## config.mk

```make
export PLATFORM = sky130hd
export DESIGN_NAME = seg7_count_display
export DESIGN_NICKNAME = d
export VERILOG_FILES = /design/src/rtl/seg7_count_display.sv
export SDC_FILE = /design/constraint.sdc
export NUM_CORES = 1
export LEC_CHECK = 0
export CAP_MARGIN = 0
export CORE_MARGIN = 2
export CORE_UTILIZATION = 63
export CTS_CLUSTER_SIZE = 30
export DETAILED_ROUTE_END_ITERATION = 10
export PLACE_DENSITY_LB_ADDON = 0.12
export SYNTH_ARGS = -nofsm -noshare
export SYNTH_HDL_FRONTEND = slang
export SYNTH_SLANG_ARGS = --single-unit
```

## constraint.sdc

```tcl
create_clock -name clk -period 4 [get_ports clk]
set_input_delay 1.2 -clock clk [delete_from_list [all_inputs] [get_ports clk]]
set_output_delay 1.2 -clock clk [all_outputs]
set_load 0.03 [all_outputs]
```

## src/rtl/seg7_count_display.sv

```systemverilog
// Samples a 16-bit count, converts it to BCD with a serial double-dabble engine and
// scans four active-low 7-segment digits. Optional leading-zero blanking: LEAD_ZERO_BLANK_EN.
`timescale 1ns/1ps
module seg7_count_display #(
  parameter int SCAN_DIV = 50000
) (
  input  logic        clk,
  input  logic        rst_n,
  input  logic [15:0] value,
  input  logic        sample_req,
  output logic        busy,
  output logic        ovf,
  output logic [3:0]  an,
  output logic [6:0]  seg,
  output logic        dp
);

  localparam int PW = (SCAN_DIV > 2) ? $clog2(SCAN_DIV) : 1;
  localparam logic [PW-1:0] PRESC_MAX = PW'(SCAN_DIV - 1);
  localparam logic [6:0] SEG_DASH  = 7'b0111111;
  localparam logic [6:0] SEG_BLANK = 7'b1111111;

  typedef enum logic [1:0] {IDLE, CONVERT, UPDATE} state_t;

  state_t          state_q, state_d;
  logic [15:0]     shift_q, shift_d;
  logic [19:0]     bcd_q, bcd_d;
  logic [3:0]      iter_q, iter_d;
  logic            busy_q, busy_d;
  logic            ovf_q, ovf_d;
  logic [3:0][3:0] digits_q, digits_d;
  logic [1:0]      idx_q, idx_d;
  logic [PW-1:0]   presc_q, presc_d;
  logic [3:0]      an_q, an_d;
  logic [6:0]      seg_q, seg_d;
  logic [35:0]     dabble;
  logic            blank;

  function automatic logic [19:0] add3(input logic [19:0] b);
    logic [19:0] r;
    for (int i = 0; i < 5; i++) begin
      r[i*4 +: 4] = (b[i*4 +: 4] >= 4'd5) ? b[i*4 +: 4] + 4'd3 : b[i*4 +: 4];
    end
    return r;
  endfunction

  function automatic logic [6:0] decode(input logic [3:0] d);
    case (d)
      4'd0:    return 7'b1000000;
      4'd1:    return 7'b1111001;
      4'd2:    return 7'b0100100;
      4'd3:    return 7'b0110000;
      4'd4:    return 7'b0011001;
      4'd5:    return 7'b0010010;
      4'd6:    return 7'b0000010;
      4'd7:    return 7'b1111000;
      4'd8:    return 7'b0000000;
      4'd9:    return 7'b0010000;
      default: return SEG_BLANK;
    endcase
  endfunction

  always_comb begin
    state_d  = state_q;
    shift_d  = shift_q;
    bcd_d    = bcd_q;
    iter_d   = iter_q;
    busy_d   = busy_q;
    ovf_d    = ovf_q;
    digits_d = digits_q;
    dabble   = {add3(bcd_q), shift_q};

    case (state_q)
      IDLE: begin
        if (sample_req) begin
          shift_d = value;
          bcd_d   = '0;
          iter_d  = '0;
          busy_d  = 1'b1;
          state_d = CONVERT;
        end
      end
      CONVERT: begin
        {bcd_d, shift_d} = {dabble[34:0], 1'b0};
        iter_d = iter_q + 4'd1;
        if (iter_q == 4'd15) state_d = UPDATE;
      end
      UPDATE: begin
        // Display registers only change here, so a partial result is never shown.
        digits_d = bcd_q[15:0];
        ovf_d    = (bcd_q[19:16] != 4'd0);
        busy_d   = 1'b0;
        state_d  = IDLE;
      end
      default: state_d = IDLE;
    endcase
  end

  always_comb begin
    presc_d = (presc_q == PRESC_MAX) ? '0 : presc_q + 1'b1;
    idx_d   = (presc_q == PRESC_MAX) ? idx_q + 2'd1 : idx_q;
    an_d    = ~(4'b0001 << idx_d);
`ifdef LEAD_ZERO_BLANK_EN
    case (idx_d)
      2'd3:    blank = (digits_d[3] == 4'd0);
      2'd2:    blank = (digits_d[3] == 4'd0) && (digits_d[2] == 4'd0);
      2'd1:    blank = (digits_d[3] == 4'd0) && (digits_d[2] == 4'd0) && (digits_d[1] == 4'd0);
      default: blank = 1'b0;
    endcase
`else
    blank = 1'b0;
`endif
    // seg is built from next-state digits and index so it lands on the same edge as an.
    if (ovf_d)      seg_d = SEG_DASH;
    else if (blank) seg_d = SEG_BLANK;
    else            seg_d = decode(digits_d[idx_d]);
  end

  always_ff @(posedge clk or negedge rst_n) begin
    if (!rst_n) begin
      state_q  <= IDLE;
      shift_q  <= '0;
      bcd_q    <= '0;
      iter_q   <= '0;
      busy_q   <= 1'b0;
      ovf_q    <= 1'b0;
      digits_q <= '0;
      idx_q    <= '0;
      presc_q  <= '0;
      an_q     <= 4'b1110;
      seg_q    <= 7'b1000000;
    end else begin
      state_q  <= state_d;
      shift_q  <= shift_d;
      bcd_q    <= bcd_d;
      iter_q   <= iter_d;
      busy_q   <= busy_d;
      ovf_q    <= ovf_d;
      digits_q <= digits_d;
      idx_q    <= idx_d;
      presc_q  <= presc_d;
      an_q     <= an_d;
      seg_q    <= seg_d;
    end
  end

  assign busy = busy_q;
  assign ovf  = ovf_q;
  assign an   = an_q;
  assign seg  = seg_q;
  assign dp   = 1'b1;

endmodule
```

==> insert_results.sql <==
INSERT INTO impl_metrics (metric_group, metric, value, unit) VALUES
('min_path', 'hold_path_class', 'reg2reg', ''),
('timing', 'final.setup.tns', '0', 'ns'),
('min_path', 'worst_hold_startpoint', 'digits_q[7]', ''),
('routing', 'wl_per_cell', '15.8', 'um'),
('global_route', 'via_count_of_the_first_global_routing_pass', '3346', ''),
('placed_design', 'dp_slack', '0.889', 'ns'),
('setup_path', 'setup.reg_to_reg.worst_slack', '0.85', 'ns'),
('layout', 'nFillCells', '529', ''),
('cts', 'cts_buffer_depth', '2', ''),
('synthesis', 'synth.yosys.warnings', '0', ''),
('run', 'drv_cap', '0', ''),
('power', 'total_leakage_power', '2.47', 'nW'),
('floorplanning', 'fp-row-count', '31', ''),
('synthesis', 'ys_types', '65', ''),
('min_path', 'min_to', 'digits_q[7]', ''),
('cts', 'cts-htree-levels', '3', ''),
('timing', 'relSlewSlack', '45.7', '%'),
('layout', 'final_cell_area', '5220', 'um2'),
('global_route', 'first_pass_grt_wire_length', '16.0', 'mm'),
('timing', 'worst_pin_slew', '0.815', 'ns'),
('placed_design', 'post_dp_cell_area', '5000', 'um2'),
('routing', 'post_route_drc', '0', ''),
('timing', 'timing.final.setup_violations', '0', ''),
('power', 'ir_worst_vdd', '0.000301', 'V'),
('setup_path', 'timing.setup.critical_path_class', 'reg2reg', ''),
('synthesis', 'synth_area', '4630', 'um2'),
('cts', 'cts_sinks', '89', ''),
('routing', 'ant_nets', '0', ''),
('synthesis', 'number_of_flip_flops_and_latches_in_the_synthesized_netlist', '89', ''),
('floorplanning', 'initial_core_util', '64.5', '%'),
('synthesis', 'fraction_of_registers_with_async_set_or_reset_after_synthesis', '100', '%'),
('floorplanning', 'core', '7180', 'um2'),
('setup_path', 'r2r_cells', '11', ''),
('timing', 'report.final.hold_viol_count', '0', ''),
('routing', 'num_vias', '3380', ''),
('run_status', 'outcome', 'finished, final reports clean', ''),
('cts', 'cts_hold_buffers', '0', ''),
('cts', 'tritoncts_clock_tree', 'built', ''),
('cts', 'postCtsResizedCells', '0', ''),
('routing', 'detail_route.first_pass.iterations', '4', ''),
('synthesis', 'synth.cells.most_frequent', 'dfrtp_1, o21ai_0, a21oi_1, nand2_1, nor2_1', ''),
('synthesis', 'synth_fp_nets', '481', ''),
('global_route', 'antenna_found_initial', '0', ''),
('power', 'powerDensity', '617', 'nW/um2'),
('layout', 'insertedDiodeCount', '0', ''),
('power', 'total_power', '3.22', 'mW'),
('floorplanning', 'design.die.area', '8050', 'um2'),
('layout', 'final_layout_size_suffix_gt1_share', '12.0', '%'),
('cts', 'post-cts-setup-buffers', '0', ''),
('setup_path', 'critical_path_peak_fanout', '22', ''),
('global_route', 'grtUsageTotal', '24.3', '%'),
('setup_path', 'worst-endpoint-arrival', '3.42', 'ns'),
('timing', 'holdWs', '0.490', 'ns'),
('setup_path', 'critical_path.endpoint_type', 'flip-flop', ''),
('min_path', 'min_delay_path_depth', '2', ''),
('timing', 'slew_viol_final', '0', ''),
('placed_design', 'globalplace.congestion', '0.817', ''),
('layout', 'nets', '508', ''),
('floorplanning', 'die_height', '89.7', 'um'),
('synthesis', 'post-synth-top-count-cell', 'dfrtp_1', ''),
('timing', 'fin_crit_sh', '78.8', '%'),
('synthesis', 'syn-instance-count', '444', ''),
('synthesis', 'average_instance_area_after_synthesis', '10.4', 'um2'),
('global_route', 'grt_start_max_net_pins', '49', ''),
('synthesis', 'edff_count_synth', '0', ''),
('routing', 'vias_per_cell', '5.88', ''),
('synthesis', 'netlist.top_cell.by_area', 'dfrtp_1', ''),
('synthesis', 'synth_ff_type', 'dfrtp_1', ''),
('timing', 'max_freq', '317', 'MHz'),
('floorplanning', 'pin_count', '33', ''),
('layout', 'synthToLayoutAreaGrowth', '12.7', '%');
final cells by class:
type	count	area, um2	area share, %
clock buffers	11	141	2.71
clock inverters	5	78.8	1.51
inverters	22	82.6	1.58
multi-input cells	309	2180	41.9
flip-flops and latches	89	2230	42.8
well taps	99	124	2.37
repair buffers	40	375	7.19
worst max path at each step:
stage | startpoint | cells after the start | endpoint
after detailed placement | state_q[0] | 11 | seg[3]
after global placement | state_q[0] | 9 | seg[5]
after floorplan | presc_q[0] | 11 | seg[5]
after CTS | state_q[0] | 11 | seg[3]
final | state_q[0] | 11 | seg[3]
after global routing | state_q[0] | 11 | seg[0]
sequential cells by signal, indices dropped and copies added (netlist names):
signal,cells
state_q,2
busy,1
seg,7
bcd_q,20
digits_q,16
idx_q,2
presc_q,16
iter_q,4
an,4
shift_q,16
ovf,1
cells in the final DEF, fill, tap and decap left out, types with 3 or more instances in the layout:
cell type        Yosys  final
ha_1                18     18
nor2b_1             18     18
nor2_1              23     23
nand3_1              9      9
o31ai_1              5      5
nor3b_1              3      3
nand2b_1             9      9
mux4_2               3      3
a21oi_1             32     32
xor2_1              13     13
buf_4                1     10
mux2_2               7      7
a211oi_1             4      4
xnor2_1             10     10
o32ai_1              4      4
nor3_1               7      7
clkbuf_8             0     10
mux2i_1              7      7
dfrtp_1             85     85
clkdlybuf4s50_1      0     30
o21a_1               3      3
nand2_1             27     27
and3_1               6      6
a32o_1               5      5
o22ai_1              5      5
a22oi_1             15     15
dfstp_2              4      4
a21o_1               3      3
inv_1               20     20
o21ai_0             37     37
power by group:
part | total [mW] | switching, mW | internal [mW]
registers | 1.36 | 0.214 | 1.15
clock network | 0.686 | 0.317 | 0.368
logic | 1.17 | 0.647 | 0.528
total | 3.22 | 1.18 | 2.04
worst max-delay path: stages, from the launching register on:
cell and delay, ns:
dfrtp_1 0.74, nand2b_1 0.28, buf_4 0.25, mux2i_1 0.31, nor3_1 0.09, or4_1 0.50, a21oi_2 0.23, inv_1 0.12
ha_1 0.20, nor2_1 0.11, o211ai_1 0.11, o21a_1 0.13
routing by layer:
| layer | vias to the layer above | share of wire, % | global-route usage, % |
|---|---|---|---|
| met1 | 1669 | 45 | 33.2 |
| met5 | - | 0 | 0 |
| li1 | 1631 | - | - |
| met4 | 0 | 1.9 | 10.0 |
| met3 | 14 | 2.8 | 3.10 |
| met2 | 66 | 50 | 40.0 |
cell families after synthesis:
logic type | after synthesis | synth area share [%]
AOI/OAI and AO/OA | 128 | 18.1
and+or+nand+nor | 121 | 14.5
DFF | 89 | 48.2
buffers and inverters | 46 | 4.59
xor gates and xnor gates | 24 | 4.95
adders and majority gates | 18 | 4.86
muxes | 17 | 4.68
other | 1 | 0.0810
Power figures use the tool's default switching activity.
